File: config.mk
export PLATFORM = sky130hd
export DESIGN_NAME = sum_uart_tx
export DESIGN_NICKNAME = d
export VERILOG_FILES = /design/src/rtl/sum_uart_pkg.sv /design/src/rtl/sum_uart_tx_fifo.sv /design/src/rtl/sum_uart_tx.sv
export SDC_FILE = /design/constraint.sdc
export NUM_CORES = 1
export LEC_CHECK = 0
export BUFFER_PORTS_ARGS = -buffer_cell sky130_fd_sc_hd__buf_2
export CORE_UTILIZATION = 37
export DETAILED_ROUTE_END_ITERATION = 10
export GPL_TIMING_DRIVEN = 1
export PLACE_DENSITY = 0.5
export SETUP_SLACK_MARGIN = 0.3
export SKIP_CTS_REPAIR_TIMING = 1
export SYNTH_ARGS = -nofsm -noshare
export SYNTH_HDL_FRONTEND = slang
export SYNTH_SLANG_ARGS = --single-unit
File: constraint.sdc
create_clock -name clk -period 7.1 [get_ports clk]
set_input_delay 2.13 -clock clk [delete_from_list [all_inputs] [get_ports clk]]
set_output_delay 2.13 -clock clk [all_outputs]
set_load 0.02 [all_outputs]
File: src/rtl/sum_uart_pkg.sv
// Shared types and constants for the sum UART transmitter slice.
// Optional build macro: SUM_UART_PARITY_EN (adds an even-parity bit, 8E1 framing).
package sum_uart_pkg;

    // Transmitter FSM states; PARITY is only visited when SUM_UART_PARITY_EN is defined.
    typedef enum logic [2:0] {
        IDLE   = 3'd0,
        START  = 3'd1,
        DATA   = 3'd2,
        PARITY = 3'd3,
        STOP   = 3'd4
    } tx_state_t;

    localparam int unsigned FRAME_DATA_BITS = 8;
    localparam logic        TX_IDLE         = 1'b1;

endpackage

File: src/rtl/sum_uart_tx_fifo.sv
// Synchronous FIFO (module sum_fifo) buffering sum words ahead of the UART serialiser.
// Pointers carry one extra wrap bit so level = wr_ptr - rd_ptr spans 0..DEPTH.
// Push is ignored when full and pop is ignored when empty, so the pointers never cross.
module sum_fifo #(
    parameter int unsigned DEPTH = 4,
    parameter int unsigned WIDTH = 8
) (
    input  logic                       clk,
    input  logic                       rst,
    input  logic                       push,
    input  logic                       pop,
    input  logic [WIDTH-1:0]           wdata,
    output logic [WIDTH-1:0]           rdata,
    output logic [$clog2(DEPTH):0]     level,
    output logic                       full,
    output logic                       empty
);
    import sum_uart_pkg::*;

    localparam int unsigned AW = $clog2(DEPTH);

    logic [WIDTH-1:0] mem [DEPTH];
    logic [AW:0]      wr_ptr;
    logic [AW:0]      rd_ptr;
    logic             do_push;
    logic             do_pop;

    assign level   = wr_ptr - rd_ptr;
    assign full    = (level == (AW+1)'(DEPTH));
    assign empty   = (level == '0);
    assign do_push = push && !full;
    assign do_pop  = pop && !empty;
    assign rdata   = mem[rd_ptr[AW-1:0]];

    // Pointer update; reset discards any buffered words.
    always_ff @(posedge clk) begin
        if (rst) begin
            wr_ptr <= '0;
            rd_ptr <= '0;
        end else begin
            if (do_push) begin
                wr_ptr <= wr_ptr + 1'b1;
            end
            if (do_pop) begin
                rd_ptr <= rd_ptr + 1'b1;
            end
        end
    end

    // Storage array; contents need no reset because the pointers gate visibility.
    always_ff @(posedge clk) begin
        if (do_push) begin
            mem[wr_ptr[AW-1:0]] <= wdata;
        end
    end

endmodule

File: src/rtl/sum_uart_tx.sv
// UART transmitter for adder sum words: FIFO buffer plus 8N1 serialiser, LSB first.
// Optional build macro: SUM_UART_PARITY_EN inserts an even-parity bit after the data (8E1).
// tx is registered from the current state, so the line lags the FSM by one cycle:
// a word accepted at edge N is popped at edge N+1 and tx goes low from edge N+2.
module sum_uart_tx #(
    parameter int unsigned CLKS_PER_BIT = 16,
    parameter int unsigned DEPTH        = 4
) (
    input  logic                       clk,
    input  logic                       rst,
    input  logic [7:0]                 in_data,
    input  logic                       in_valid,
    output logic                       in_ready,
    output logic                       tx,
    output logic                       busy,
    output logic [$clog2(DEPTH):0]     level,
    output logic                       overflow
);
    import sum_uart_pkg::*;

    localparam int unsigned LW       = $clog2(DEPTH) + 1;
    localparam logic [15:0] BAUD_MAX = 16'(CLKS_PER_BIT - 1);
    localparam logic [2:0]  LAST_BIT = 3'(FRAME_DATA_BITS - 1);

    tx_state_t   state;
    tx_state_t   state_nxt;
    logic [15:0] baud_cnt;
    logic [15:0] baud_nxt;
    logic [2:0]  bit_cnt;
    logic [2:0]  bit_nxt;
    logic [7:0]  shreg;
    logic [7:0]  shreg_nxt;
    logic        tx_nxt;
    logic        baud_done;

    logic        push;
    logic        pop;
    logic        full;
    logic        empty;
    logic [7:0]  head;
    logic [LW-1:0] level_nxt;

`ifdef SUM_UART_PARITY_EN
    logic        parity;
`endif

    assign in_ready  = !full;
    assign push      = in_valid && !full;
    assign baud_done = (baud_cnt == BAUD_MAX);
    assign level_nxt = level + LW'(push) - LW'(pop);

    sum_fifo #(
        .DEPTH (DEPTH),
        .WIDTH (8)
    ) u_fifo (
        .clk   (clk),
        .rst   (rst),
        .push  (push),
        .pop   (pop),
        .wdata (in_data),
        .rdata (head),
        .level (level),
        .full  (full),
        .empty (empty)
    );

    // State, counters, shift register, line output and status flags.
    always_ff @(posedge clk) begin
        if (rst) begin
            state    <= IDLE;
            baud_cnt <= '0;
            bit_cnt  <= '0;
            shreg    <= '0;
            tx       <= TX_IDLE;
            busy     <= 1'b0;
            overflow <= 1'b0;
        end else begin
            state    <= state_nxt;
            baud_cnt <= baud_nxt;
            bit_cnt  <= bit_nxt;
            shreg    <= shreg_nxt;
            tx       <= tx_nxt;
            busy     <= (state_nxt != IDLE) || (level_nxt != '0);
            overflow <= overflow || (in_valid && full);
        end
    end

`ifdef SUM_UART_PARITY_EN
    // Even parity of the word is captured when it is popped, before shifting destroys it.
    always_ff @(posedge clk) begin
        if (rst) begin
            parity <= 1'b0;
        end else if (pop) begin
            parity <= ^head;
        end
    end
`endif

    // Next-state, counter and line-level decode; every state lasts CLKS_PER_BIT cycles.
    always_comb begin
        state_nxt = state;
        baud_nxt  = baud_cnt;
        bit_nxt   = bit_cnt;
        shreg_nxt = shreg;
        tx_nxt    = TX_IDLE;
        pop       = 1'b0;
        case (state)
            IDLE: begin
                if (!empty) begin
                    pop       = 1'b1;
                    shreg_nxt = head;
                    baud_nxt  = '0;
                    bit_nxt   = '0;
                    state_nxt = START;
                end
            end
            START: begin
                tx_nxt = 1'b0;
                if (baud_done) begin
                    baud_nxt  = '0;
                    state_nxt = DATA;
                end else begin
                    baud_nxt = baud_cnt + 16'd1;
                end
            end
            DATA: begin
                tx_nxt = shreg[0];
                if (baud_done) begin
                    baud_nxt  = '0;
                    shreg_nxt = {1'b0, shreg[7:1]};
                    if (bit_cnt == LAST_BIT) begin
                        bit_nxt = '0;
`ifdef SUM_UART_PARITY_EN
                        state_nxt = PARITY;
`else
                        state_nxt = STOP;
`endif
                    end else begin
                        bit_nxt = bit_cnt + 3'd1;
                    end
                end else begin
                    baud_nxt = baud_cnt + 16'd1;
                end
            end
`ifdef SUM_UART_PARITY_EN
            PARITY: begin
                tx_nxt = parity;
                if (baud_done) begin
                    baud_nxt  = '0;
                    state_nxt = STOP;
                end else begin
                    baud_nxt = baud_cnt + 16'd1;
                end
            end
`endif
            STOP: begin
                tx_nxt = TX_IDLE;
                if (baud_done) begin
                    baud_nxt  = '0;
                    state_nxt = IDLE;
                end else begin
                    baud_nxt = baud_cnt + 16'd1;
                end
            end
            default: begin
                state_nxt = IDLE;
                baud_nxt  = '0;
                bit_nxt   = '0;
            end
        endcase
    end

endmodule
==> reports/qor.csv, run 1 <==
metric,value,unit
Initial Util,38.8,%
Hold Path Class,reg2reg,
max_cap viols,0,
clock skew,0.0157,ns
critical path peak fanout,5,
crit path launch type,flip-flop,
HPWL after DPL,4110,um
Critical Path End Type,output pin,
Final setup viols,0,
mapped cell area,3250,um2
TritonCTS Buffers,9,
Slew HR,32.1,%
Routed Antenna Nets,0,
Worst Path Required,4.97,ns
1st-pass router iterations,4,
WP buf/inv,2,
fmax,0.228,GHz
Die X-Extent,95.8,um
Levels on crit path,6,
number of placed instances with taps included,385,
root buf cell,clkbuf_8,
die footprint,9170,um2
hold path endpoint,overflow,
worst slew pin tran,1.01,ns
H-tree depth,3,
deepest clock path buffer count,2,
pre-CTS setup slack,2.86,ns
most common cell in the synthesized netlist,dfxtp_1,
RSZ-0062 raised after global routing,no,
depth of the most critical reg-to-reg path,14,
CP Cell Sequence,inv_1 > ha_1 > fa_1 > and2_0 > nand2_1 > buf_2,
DR WL/cell,14.9,um
Power Density,411,nW/um2
Layout Area Growth over Synthesis,10.5,%
crit share post-route,61.9,%
slowest cell on the critical path,fa_1,
overall power,0.00148,W
utilization after layout,42.9,%
status,"complete, no violations",
Ys Warns,0,
Post-Syn Nets,297,
"top cells by count, synth","dfxtp_1 (41), nor2_1 (37), edfxtp_1 (32), nand3_1 (12)",
"top cells by area, synth","edfxtp_1 (30%), dfxtp_1 (25%), mux4_2 (5.5%), nor2_1 (4.3%), ha_1 (4.2%)",
first-pass GRT wire length,9830,um
vias in the first global route,1954,
"Slew Viols, Final",0,
Clock Sinks,73,
core footprint,8380,um2
Worst Path Arrival,2.26,ns
critical path type,reg2out,
fill count,793,
Crit path largest cell delay,0.62,ns
largest net degree at the start of global routing,26,
Post-Syn Instances,273,
"area leader, netlist",edfxtp_1,
ant diodes,0,
top cell type's share of synthesized area,29.5,%
DRC,0,
First DRT Iteration DRCs,121,
Synth async-reset ratio,0,%
synthesized area per cell,11.9,um2
port buffer count,17,
LEAKAGE,1.32,nW
Reg-to-Reg Start,u_fifo.wr_ptr[0],
"delay-heaviest family, CP",adder cells,
final hold vios,0,
total congestion overflow,0,
Yosys cell types,49,
Die Span Y,95.8,um
RR Endpoint,busy,
global placement routability congestion,0.737,
num ports,18,
Worst VDD drop,0.255,mV
ratio of cells with drive above 1 in the final layout,16.9,%
ys flop type,dfxtp_1,
Non-Filler Instances,401,
final setup TNS,0,ns
initial antenna violation count,0,
Yosys reg bits,73,
Hold Crit Depth,2,
via count,2074,
FF+latch area,1780,um2
"Seq/Total Area, Yosys",54.8,%
CTS tree,done,
Routed WL,5970,um
area of the multi-input gates,1370,um2
Total Routing Usage GR,14.7,%
minimum clock period,4.39,ns
worst setup margin,2.71,ns
hold_sp,overflow,
Std-Cell Rows,33,
Clock Latency Late Sink,0.35,ns
clk slew on worst S/H paths,0.08,ns
drt via density,5.17,
Final Net Count,315,
number of enable flip-flop cells after synthesis,32,
"setup slack, reg-to-reg",3.49,ns
worst max path at each step:
stage                          start        to  slack, ns
finish              u_fifo.wr_ptr[0]  in_ready       2.71
global route        u_fifo.wr_ptr[0]  in_ready       2.50
CTS                 u_fifo.wr_ptr[0]  in_ready       2.66
detailed placement          in_valid      busy       2.86
global placement            in_valid      busy       2.93
floorplan                   in_valid      busy       3.15
sequential cells by signal, summed over array words and instances, names as in the netlist, 3 cells and up, named ones only:
name / count
state: 3
baud_cnt: 16
shreg: 8
u_fifo.rd_ptr: 3
u_fifo.wr_ptr: 3
u_fifo.mem: 32
bit_cnt: 3
cell type report:
class,count,share of cell area [%]
Clock buffer,10,3.55
Timing Repair Buffer,18,2.57
Clock inverter,6,1.22
Sequential cell,73,49.5
Tap cell,105,3.65
Inverter,11,1.29
Multi-Input combinational cell,178,38.2
metal layers:
layer	GRT usage (%)	share of wire [%]	up-vias
met5	0	0	-
met4	6.34	1.9	0
met3	4.11	3.7	11
met2	22.7	45	39
met1	19.2	49	998
li1	-	-	1026
layout by cell type, fill, tap and decap left out, types with 2 or more instances in the layout:
cell type	instances
dfxtp_1	41
nor2_1	37
edfxtp_1	32
buf_2	17
nand3_1	12
nand2_1	11
xor2_1	11
ha_1	11
inv_1	9
xnor2_1	9
clkbuf_8	9
mux2i_1	8
mux4_2	8
a211oi_1	7
and3_1	6
and2_1	5
a21oi_1	5
o21ai_0	5
nand4_1	4
nor3_1	4
clkinv_4	3
nor4_1	3
or3_1	2
nor3_2	2
o21a_1	2
and4_1	2
a22oi_1	2
nor3b_1	2
a41o_1	2
fa_1	2
clkinv_2	2
power by group:
part	internal (W)	leakage [nW]	switching (W)
clock	0.000128	0.0866	0.000159
combinational	0.000244	0.601	0.000372
sequential	0.000522	0.628	0.0000545
tightest hold or removal path: stages (launching register included):
cell and delay (ns):
dfxtp_1 0.34, a31oi_1 0.04, nor2_1 0.07
stage by stage:
stage | instance area (um2) | hold WS [ns]
after floorplan | 3250 | 0.454
after global placement | 3420 | 0.446
after detailed placement | 3420 | 0.467
after CTS | 3600 | 0.487
after global routing | 3600 | 0.504
final | 3600 | 0.484
cell families after synthesis:
group           count (synthesis)  synth area share (%)
mux                            16                  8.00
xor+xnor                       21                  6.12
simple gates                   93                  14.2
fa+ha+maj                      13                  5.46
buf+inv                        22                  3.04
compound gates                 35                  8.38
flops                          73                  54.8
(Power assumes the default switching activity.)
==> run 2, diff against run 1 <==
- clock period: 7.1 -> 4.3 ns (I/O delays scaled with it)
==> reports/qor.csv, run 2 (synthesis results as in run 1) <==
metric,value,unit
Layout Area Growth over Synthesis,10.7,%
Critical Path End Type,flip-flop,
Std-Cell Rows,33,
max reg flops,32,
slowest cell on the critical path,fa_1,
critical path type,reg2reg,
initial antenna violation count,0,
1st-pass router iterations,4,
crit path launch type,flip-flop,
"Slew Viols, Final",0,
"most common cell after layout, fill and taps aside",dfxtp_1,
largest net degree at the start of global routing,26,
"delay-heaviest family, CP",adder cells,
max_cap viols,0,
number of placed instances with taps included,385,
fmax,0.281,GHz
num ports,18,
Power Density,687,nW/um2
Routed WL,6300,um
total congestion overflow,0,
clk slew on worst S/H paths,0.09,ns
TritonCTS Buffers,9,
final setup TNS,0,ns
depth of the most critical reg-to-reg path,14,
Worst Path Arrival,3.77,ns
deepest clock path buffer count,2,
hold path endpoint,bit_cnt[0],
Worst Path Required,4.51,ns
crit share post-route,82.6,%
Clock Latency Late Sink,0.35,ns
Final Net Count,315,
Total Routing Usage GR,15.7,%
HPWL after DPL,4410,um
WP buf/inv,3,
global placement routability congestion,0.761,
via count,2071,
ant diodes,0,
port buffer count,17,
worst setup margin,0.746,ns
minimum clock period,3.55,ns
status,"complete, no violations",
Hold Path Class,reg2reg,
First DRT Iteration DRCs,47,
RSZ-0062 raised after global routing,no,
vias in the first global route,2132,
ratio of cells with drive above 1 in the final layout,16.9,%
fill count,804,
Hold Crit Depth,2,
Non-Filler Instances,401,
area of the multi-input gates,1370,um2
core footprint,8380,um2
WHS,0.487,ns
FF+latch area,1780,um2
Worst VDD drop,0.327,mV
final hold vios,0,
drt via density,5.16,
RR Endpoint,busy,
first-pass GRT wire length,10500,um
critical path peak fanout,8,
Slew HR,26.3,%
"commonest non-fill, non-tap cells in the layout","dfxtp_1 (41), nor2_1 (37), edfxtp_1 (32)",
Crit path largest cell delay,0.54,ns
Die X-Extent,95.8,um
Routed Antenna Nets,0,
"setup slack, reg-to-reg",0.75,ns
worst slew pin tran,1.10,ns
hold_sp,bit_cnt[0],
clock skew,0.00986,ns
Final setup viols,0,
Die Span Y,95.8,um
H-tree depth,3,
Reg-to-Reg Start,u_fifo.wr_ptr[0],
Initial Util,38.8,%
die footprint,9170,um2
DR WL/cell,15.7,um
root buf cell,clkbuf_8,
LEAKAGE,1.31,nW
CP Cell Sequence,inv_1 > ha_1 > fa_1 > and2_0 > a21boi_2 > inv_1 > ha_1 > inv_1 > ha_1 > fa_1 > xor2_1 > xnor2_1 > nor3_1 > a41oi_1,
pre-CTS setup slack,0.697,ns
Clock Sinks,73,
DRC,0,
CTS tree,done,
-- run 2: cell types whose count changed in the layout (fill, tap and decap cells not counted) --
cell / before / now
clkinv_1: 0 / 1
clkinv_4: 3 / 1
clkinv_2: 2 / 0
clkinvlp_4: 1 / 3
clkbuf_1: 1 / 0
inv_6: 1 / 3
-- run 2: worst max-delay path by stage --
stage / startpoint / to / slack, ns / depth (start not counted)
finish: u_fifo.wr_ptr[0] / busy / 0.75 / 14
global route: u_fifo.wr_ptr[0] / busy / 0.44 / 14
CTS: u_fifo.wr_ptr[0] / busy / 0.68 / 14
detailed placement: u_fifo.wr_ptr[0] / busy / 0.70 / 14
global placement: u_fifo.wr_ptr[0] / busy / 0.78 / 14
floorplan: u_fifo.wr_ptr[0] / busy / 1.02 / 14
-- run 2: metrics by stage --
step | cell area [um2] | power, W | util [%]
finish | 3600 | 0.00247 | 43.0
global route | 3600 | 0.00268 | 43.0
CTS | 3600 | 0.00252 | 43.0
detailed placement | 3420 | 0.00202 | 40.9
global placement | 3420 | 0.00199 | 40.9
floorplan | 3250 | 0.00178 | -
-- run 2: cell type report --
cell class,count,area share [%]
inverter,11,1.29
timing repair buffer,18,2.57
clock inverter,7,1.46
clock buffer,9,3.44
sequential,73,49.5
tap,105,3.65
multi-input combinational,178,38.1
-- run 2: layer usage --
metal | vias to the layer above | global-route usage (%) | wire length, um
met5 | - | 0 | 0
li1 | 1033 | - | -
met2 | 25 | 26.7 | 2990
met1 | 1002 | 18.9 | 2990
met4 | 0 | 6.34 | 111
met3 | 11 | 4.27 | 202
-- run 2: power by group --
group	switching, W	internal (W)
combinational	0.000620	0.000404
sequential	0.0000937	0.000861
clock	0.000281	0.000213
total	0.000995	0.00148
-- run 2: worst register-to-register path, stage by stage (launching register included) --
cell      delay (ns)
dfxtp_1         0.40
inv_1           0.10
ha_1            0.20
fa_1            0.54
and2_0          0.31
a21boi_2        0.35
inv_1           0.08
ha_1            0.27
inv_1           0.04
ha_1            0.19
fa_1            0.39
xor2_1          0.18
xnor2_1         0.13
nor3_1          0.13
a41oi_1         0.12
==> run 3, diff against run 2 <==
- clock period: 4.3 -> 3.3 ns (I/O delays scaled with it)
==> reports/qor.csv, run 3 (synthesis results as in run 1) <==
metric,value,unit
critical path peak fanout,5,
RR Endpoint,busy,
max reg flops,32,
crit share post-route,94.3,%
Std-Cell Rows,33,
ratio of cells with drive above 1 in the final layout,23.8,%
crit path launch type,flip-flop,
"commonest non-fill, non-tap cells in the layout","dfxtp_1 (40), nor2_1 (37), edfxtp_1 (32)",
global placement routability congestion,0.751,
Final Net Count,327,
worst slew pin tran,0.565,ns
LEAKAGE,1.39,nW
RSZ-0062 raised after global routing,yes,
Hold Crit Depth,2,
ant diodes,0,
Reg-to-Reg Start,u_fifo.wr_ptr[0],
Slew HR,62.3,%
"setup slack, reg-to-reg",0.19,ns
first-pass GRT wire length,9870,um
Critical Path End Type,flip-flop,
deepest clock path buffer count,2,
port buffer count,17,
initial antenna violation count,0,
Total Routing Usage GR,14.6,%
HPWL after DPL,4180,um
Final setup viols,0,
origin of the worst setup path,u_fifo.wr_ptr[0],
Die Span Y,95.8,um
status,"complete, no violations",
critical path type,reg2reg,
Initial Util,38.8,%
Worst VDD drop,0.544,mV
H-tree depth,3,
drt via density,5.05,
Routed WL,6070,um
hold_sp,overflow,
max_cap viols,0,
overall power,0.00357,W
Worst Path Arrival,3.31,ns
Routed Antenna Nets,0,
largest net degree at the start of global routing,26,
final setup TNS,0,ns
utilization after layout,45.0,%
Die X-Extent,95.8,um
total congestion overflow,0,
Layout Area Growth over Synthesis,16.0,%
num ports,18,
Power Density,946,nW/um2
Worst Path Required,3.50,ns
depth of the most critical reg-to-reg path,15,
CTS tree,done,
vias in the first global route,2010,
Clock Latency Late Sink,0.34,ns
fmax,0.321,GHz
root buf cell,clkbuf_8,
minimum clock period,3.11,ns
"most common cell after layout, fill and taps aside",dfxtp_1,
via count,2080,
1st-pass router iterations,4,
core footprint,8380,um2
First DRT Iteration DRCs,55,
"Slew Viols, Final",0,
hold path endpoint,overflow,
final hold vios,0,
DRC,0,
die footprint,9170,um2
DR WL/cell,14.7,um
TritonCTS Buffers,9,
clk slew on worst S/H paths,0.08,ns
Hold Path Class,reg2reg,
clock skew,0.00855,ns
Clock Sinks,73,
==> run 3: changes by cell type in the layout (fill, tap and decap cells not counted), sizes merged <==
cell / before / now
bufinv: 0 / 1
clkinvlp: 3 / 2
buf: 18 / 30
inv: 13 / 12
==> run 3: where the power goes <==
group / internal (W) / switching [W] / total, W
clock: 0.000349 / 0.000339 / 0.000687
combinational: 0.000732 / 0.000900 / 0.00163
sequential: 0.00113 / 0.000123 / 0.00125
total: 0.00221 / 0.00136 / 0.00357
==> run 3: layout make-up <==
class / count / area (um2)
Timing Repair Buffer: 30 / 183
Sequential cell: 73 / 1790
Tap cell: 105 / 131
Inverter: 11 / 48.8
Fill cell: 792 / 4610
Multi-Input combinational cell: 178 / 1430
Clock inverter: 6 / 67.6
Clock buffer: 9 / 124
==> run 3: worst max path at each step <==
| stage | end | slack (ns) | cells past startpoint |
|---|---|---|---|
| after global routing | busy | 0.11 | 15 |
| final | busy | 0.19 | 15 |
| after floorplan | busy | 0.22 | 15 |
| after detailed placement | busy | 0.13 | 14 |
| after global placement | busy | 0.20 | 14 |
| after CTS | busy | 0.12 | 14 |
==> run 3: through the flow <==
step                      hold slack [ns]  setup WS, ns  cell area (um2)  std cells
after floorplan                     0.454         0.222             3270        273
final                               0.480         0.186             3770        412
after CTS                           0.491         0.119             3650        403
after detailed placement            0.472         0.132             3460        388
after global routing                0.512         0.110             3770        412
after global placement              0.453         0.201             3460        388
==> run 3: metal layers <==
layer	vias up	track usage [%]	wire, um
met4	0	5.22	93
met3	11	4.50	172
met2	23	24.5	2930
met1	994	17.7	2880
li1	1052	-	-
met5	-	0	0
==> run 3: critical path, cell delays in order, from the launching register on <==
cell and delay [ns]:
dfxtp_4 0.37, inv_4 0.04, ha_4 0.15, fa_2 0.34, xnor3_2 0.32, clkinv_4 0.09
a21boi_4 0.16, inv_2 0.07, ha_4 0.25, inv_2 0.04, ha_4 0.15, fa_2 0.36
xor2_2 0.15, xnor2_1 0.13, nor3_1 0.20, a41oi_1 0.13
